==> src/rtl/bin2bcd_disp.sv <==
// Sequential double-dabble converter: saturates a binary count to MAX_VAL and
// produces three packed BCD digits for the 3-digit 7-segment display driver.
module bin2bcd_disp #(
  parameter int BIN_W   = 10,
  parameter int MAX_VAL = 999
) (
  input  logic             i_clk,
  input  logic             i_rst_n,
  input  logic [BIN_W-1:0] i_value,
  input  logic             i_start,
  output logic             o_busy,
  output logic             o_valid,
  output logic             o_ovf,
  output logic [23:0]      o_data
);

  localparam int               CNT_W = $clog2(BIN_W + 1);
  localparam logic [BIN_W-1:0] MAX_V = BIN_W'(MAX_VAL);

  typedef enum logic [1:0] {IDLE, SHIFT, DONE} state_t;

  state_t              state, state_nxt;
  logic [BIN_W-1:0]    v;
  logic [11:0]         bcd;
  logic [11:0]         bcd_adj;
  logic [11+BIN_W:0]   sh;
  logic [CNT_W-1:0]    cnt;
  logic                ovf_pend;

  function automatic logic [BIN_W-1:0] sat_val(input logic [BIN_W-1:0] x);
    return (x > MAX_V) ? MAX_V : x;
  endfunction

  function automatic logic [3:0] dabble(input logic [3:0] d);
    return (d >= 4'd5) ? d + 4'd3 : d;
  endfunction

  // Add-3 correction on every digit, then one left shift of the combined register.
  always_comb begin
    bcd_adj = {dabble(bcd[11:8]), dabble(bcd[7:4]), dabble(bcd[3:0])};
    sh      = {bcd_adj, v} << 1;
  end

  always_ff @(posedge i_clk or negedge i_rst_n) begin
    if (!i_rst_n) state <= IDLE;
    else          state <= state_nxt;
  end

  always_comb begin
    state_nxt = state;
    case (state)
      IDLE:    if (i_start) state_nxt = SHIFT;
      SHIFT:   if (cnt == CNT_W'(1)) state_nxt = DONE;
      DONE:    state_nxt = IDLE;
      default: state_nxt = IDLE;
    endcase
  end

  always_ff @(posedge i_clk or negedge i_rst_n) begin
    if (!i_rst_n) begin
      v        <= '0;
      bcd      <= '0;
      cnt      <= '0;
      ovf_pend <= 1'b0;
      o_busy   <= 1'b0;
      o_valid  <= 1'b0;
      o_ovf    <= 1'b0;
      o_data   <= '0;
    end else begin
      o_valid <= 1'b0;
      case (state)
        IDLE: begin
          if (i_start) begin
            v        <= sat_val(i_value);
            ovf_pend <= (i_value > MAX_V);
            bcd      <= '0;
            cnt      <= CNT_W'(BIN_W);
            o_busy   <= 1'b1;
          end
        end
        SHIFT: begin
          bcd <= sh[11+BIN_W:BIN_W];
          v   <= sh[BIN_W-1:0];
          cnt <= cnt - CNT_W'(1);
        end
        DONE: begin
          // Outputs only change here, so the display never sees partial results.
          o_data  <= {12'h000, bcd};
          o_ovf   <= ovf_pend;
          o_valid <= 1'b1;
          o_busy  <= 1'b0;
        end
        default: ;
      endcase
    end
  end

endmodule

==> config.mk <==
export PLATFORM = sky130hd
export DESIGN_NAME = bin2bcd_disp
export DESIGN_NICKNAME = d
export VERILOG_FILES = /design/src/rtl/bin2bcd_disp.sv
export SDC_FILE = /design/constraint.sdc
export NUM_CORES = 1
export LEC_CHECK = 0
export ABC_CLOCK_PERIOD_IN_PS = 3100
export CAP_MARGIN = 20
export CELL_PAD_IN_SITES_DETAIL_PLACEMENT = 1
export CELL_PAD_IN_SITES_GLOBAL_PLACEMENT = 1
export CORE_MARGIN = 3
export CORE_UTILIZATION = 40
export DETAILED_ROUTE_END_ITERATION = 10
export GPL_ROUTABILITY_DRIVEN = 0
export HOLD_SLACK_MARGIN = 0.1
export PLACE_DENSITY = 0.76
export SLEW_MARGIN = 30
export SYNTH_ARGS = -nofsm -noshare
export SYNTH_HDL_FRONTEND = slang
export SYNTH_SLANG_ARGS = --single-unit
export TNS_END_PERCENT = 30
==> constraint.sdc <==
create_clock -name i_clk -period 3.1 [get_ports i_clk]
set_input_delay 0.93 -clock i_clk [delete_from_list [all_inputs] [get_ports i_clk]]
set_output_delay 0.93 -clock i_clk [all_outputs]
set_load 0.02 [all_outputs]
Yosys cells after proc, flatten, opt, wreduce, memory -nomap -nowiden
Index checks and enable logic that the tools add are counted.
Word-level totals
  output and inout port bits: 27
  logic and storage cells: 45
  bits in registers: 44
  input bits: 13
Cells by class
  reductions and logical operators: 7
  $lt $le $gt $ge: 4
  equality and inequality tests: 5
  multiplexer cells: 16
  add/subtract/negate cells: 4
Operators with widths (count)
  $pmux 12 s2: 1
  $mux 10: 2
  $pmux 10 s2: 1
  $ge 4x3->1 const B: 3
  $mux 12: 1
  $mux 4: 3
  $gt 10x10->1 const B: 1
  $add 4x2->4 const B: 2
  $pmux 4 s2: 1
  $reduce_and 2->1: 4
  $eq 4x1->1 const B: 1
  $mux 2: 2
  $ne 2x2->1 const B: 2
  $pmux 2 s2: 1
  $reduce_bool 2->1: 2
  $sub 4x1->4 const B: 1
  $add 3x2->3 const B: 1
  $mux 3: 1
  $eq 2x1->1 const B: 1
  $eq 2x2->1 const B: 1
  $logic_not 2->1: 1
  $mux 1: 2
  $pmux 1 s2: 1

Depth between registers and ports, before layout
  depth after elaboration: 4
  gate-level depth with buffers: 5

Least setup slack after synthesis
OpenSTA, ideal clock, no wires.
  kind: input -> register
  start: input i_value[4]
  end: register v[1]
  slack: 1.342 ns
  stages on the path: 3
  arrival time: 1.631 ns
  data required time: 2.973 ns
  buffers on the path: 0
  cell sequence: o21ai_0 -> nor3_4 -> a221o_2
Between the ends
  cells in the longest elaborated chain, start to end: 4
Ends and longest elaborated chain
  start: declaration: line 9  | input logic [BIN_W-1:0] i_value,
  $gt 10x10->1: line 31  | return (x > MAX_V) ? MAX_V : x;
  $mux 10: line 31
  $mux 10: line 73  | if (i_start) begin
  $pmux 10 s2: line 71  | case (state)
  end signal: assignment: line 74  | v <= sat_val(i_value);
  end signal: assignment: line 83  | v <= sh[BIN_W-1:0];
  end: declaration: line 23  | logic [BIN_W-1:0] v;
No other way between the ends. The select of a mux whose other input is x is not followed.
A chain may end at the register's enable or synchronous reset.

Final worst setup path
  start: register o_busy
  end: output o_busy
RTL lines
  start: declaration: line 11  | output logic o_busy,
  start signal: assignment: line 65  | o_busy <= 1'b0;
  start signal: assignment: line 78  | o_busy <= 1'b1;
  start signal: assignment: line 91  | o_busy <= 1'b0;
No word-level cell between the ends.

==> metrics.md <==
| Metric | Value |
|---|---|
| Die footprint | 6418 sq um |
| H-tree depth | 2 |
| CP max stage delay | 0.61 ns |
| CTS Buf Count | 5 |
| Worst Max-Slew Pin Slew | 0.6995 ns |
| Max-slew violations | 0 |
| I/O Buffers | 27 |
| Finished Layout Cells | 315 |
| Vias in the first global route | 1,739 |
| Buf/Inv on CP | 1 |
| TritonCTS clock tree | built |
| Reg-to-reg critical path startpoint | state[0] |
| Crit Path Class | flop to output port |
| Worst path depth | 1 |
| Core area | 5205 sq um |
| Min-delay worst type | flop to flop |
| Largest net degree at the start of global routing | 45 |
| Clk network pwr share | 0.174 |
| Clock transition at path regs | 0.08 ns |
| Drt pass-1 iters | 4 |
| Synthesized area | 2197 sq um |
| Post-synthesis cell type count | 40 |
| Vias per cell | 5.165 |
| Syn. warnings | 0 |
| Hold Crit Start | o_data[11] |
| Hold-fix buffers, CTS | 0 |
| P_int | 1384 uW |
| TNS Setup | 0 ns |
| Hold Crit Depth | 2 |
| CP endpoint kind | output port |
| DR WL/cell | 15.10 um |
| Sw frac | 0.3851 |
| # fillers | 594 |
| RSZ-0062 raised after global routing | false |
| CP arrival | 1.26 ns |
| Slew headroom | 0.5336 |
| Lkg Pwr | 0.001185 uW |
| Routed Antenna Nets | 0 |
| Pwr dens | 867.6 nW/um^2 |
| Number of synthesized register bits | 44 |
| Root Driver | clkbuf_8 |
| Fin nets | 266 |
| Top_reg_cell synth | dfrtp_1 |
| DP Wirelength | 3485 um |
| Clk buf depth | 2 |
| FF/Latch Area | 1101 sq um |
| Status | complete, no violations |
| Part of the power in registers | 0.409 |
| Post-Place Setup Slack | 0.6419 ns |
| # diodes | 0 |
| WL final | 4758 um |
| CP required | 2.17 ns |
| GR Overflow Total | 0 |
| Area occupied by multi-input gates | 930.9 sq um |
| Period utilization | 0.7062 |
| Max-cap violations | 0 |
| FF-to-FF path depth | 2 |
| Slowest CP cell | clkdlybuf4s50_1 |
| First-pass GRT wire length | 8238 um |
| Post-route setup slack | 0.9108 ns |
| Syn Area/Cell | 10.17 sq um |
| DIE WIDTH | 80.12 um |
| Worst Skew | 0.006999 ns |
| Drt drc | 0 |
| Setup-failing EPs final | 0 |
| Post-Place Cells | 308 |
| Reg-to-reg slack, setup | 1.30 ns |
| Crit path launch | o_busy |
| Initial DRC Count | 36 |
| Starting Density | 0.4221 |
| Power Total | 2250 uW |
| P_sw | 866.5 uW |
| Tot GR Track Use | 0.1629 |
| Peak supply drop | 333.6 uV |
| Skew-Pair Late Insertion Delay | 0.29 ns |
| Area growth, synth to finish | 18.05% |
| Via count | 1,627 |
| Worst Setup Start Kind | flop |
| Layout cells sized above 1 | 0.08163 |
| Initial antenna violation count | 0 |
| CP top delay family | buffers and inverters |
| Die Height | 80.12 um |
| Crit path cell chain | clkdlybuf4s50_1 |
| Asr flop ratio synth | 1.000 |
| Seq/Total Area, Yosys | 0.5011 |
| Row cnt | 26 |
| Syn Inst Count | 216 |
| Worst-path fanout max | 2 |
| CTS resizes | 0 |
| FMAX | 0.4568 GHz |
| Io pins | 40 |
| CTS sink count | 44 |
| Most common cell after layout, fill and taps aside | dfrtp_1 |
| Post-CTS setup buffer count | 0 |
| Final worst path period need | 2.189 ns |
| EDFF count, synth | 0 |
| Commonest non-fill, non-tap cells in the layout | 44 x dfrtp_1, 26 x o21ai_0, 26 x clkdlybuf4s50_1 |
| Logic pwr share | 0.417 |
| Final hold vios | 0 |
==> metrics by stage <==
stage	hold slack, ns	utilization	instance area [sq um]
final	0.4832	0.4983	2594
after global routing	0.5267	0.4983	2594
after CTS	0.4879	0.4983	2594
after detailed placement	0.4709	0.4798	2497
after global placement	0.4598	0.4798	2497
after floorplan	0.4457	-	2238
==> registers in the layout (all words and copies together) (netlist names) <==
| register | cells |
|---|---|
| bcd | 12 |
| cnt | 4 |
| o_busy | 1 |
| o_data | 12 |
| o_ovf | 1 |
| o_valid | 1 |
| ovf_pend | 1 |
| state | 2 |
| v | 10 |
==> worst register-to-register path, stage by stage (launching register included) <==
cell and delay [ns]:
dfrtp_1 0.66, nand2b_1 0.64, mux2_2 0.40
==> synth_stat cells (3+ instances only) <==
master	count	area, sq um
dfrtp_1	44	1101
o21ai_0	26	130.1
nand2_1	24	90.09
inv_1	18	67.56
buf_4	12	90.09
buf_2	9	45.04
ha_1	8	100.1
a22oi_1	7	52.55
nor2b_1	6	37.54
o2111ai_1	6	52.55
nand2b_1	5	31.28
a21oi_1	4	20.02
a22o_1	3	26.28
a32o_1	3	30.03
and2b_1	3	22.52
o211ai_1	3	22.52
o21a_1	3	22.52
o221ai_1	3	26.28
o31ai_1	3	22.52
==> cells by family (layout without fill, tap and decap cells) <==
| group | count (synthesis) | count (layout) | synth area share |
|---|---|---|---|
| AO/OA/AOI/OAI | 72 | 72 | 0.2267 |
| AND/OR/NAND/NOR | 48 | 48 | 0.1179 |
| flip-flops | 44 | 44 | 0.5011 |
| buffers and inverters | 40 | 58 | 0.09396 |
| adder cells (fa/ha/maj) | 8 | 8 | 0.04556 |
| XOR/XNOR | 2 | 2 | 0.007974 |
| other | 1 | 12 | 0.001707 |
| multiplexers | 1 | 1 | 0.005125 |
==> routing by layer <==
layer | share of wire | up-vias | global-route usage
li1 | - | 795 | -
met5 | 0 | - | 0
met3 | 0.032 | 7 | 0.03027
met2 | 0.49 | 26 | 0.2831
met4 | 0.010 | 0 | 0.04054
met1 | 0.47 | 799 | 0.2085
==> cell type report <==
class / count / share of cell area
well taps: 70 / 0.03377
multi-input cells: 143 / 0.3589
inverters: 18 / 0.02605
repair buffers: 33 / 0.1196
clock buffers: 7 / 0.03714
flip-flops and latches: 44 / 0.4245
==> power by group through the flow <==
stage          clock network, uW  registers (uW)  logic (uW)
2_1_floorplan                  0             949         600
3_3_place_gp                   0             926         904
5_1_grt                      428             953        1050
4_1_cts                      397             923         949
3_5_place_dp                   0             934         940
6_report                     391             921         938
==> final timing paths <==
check | end
min | o_data[11]
min reg2reg | o_data[11]
min in group asynchronous | o_data[11]
max reg2reg | o_ovf
max in group asynchronous | o_data[1]
max | o_busy
Power figures use the tool's default switching activity.
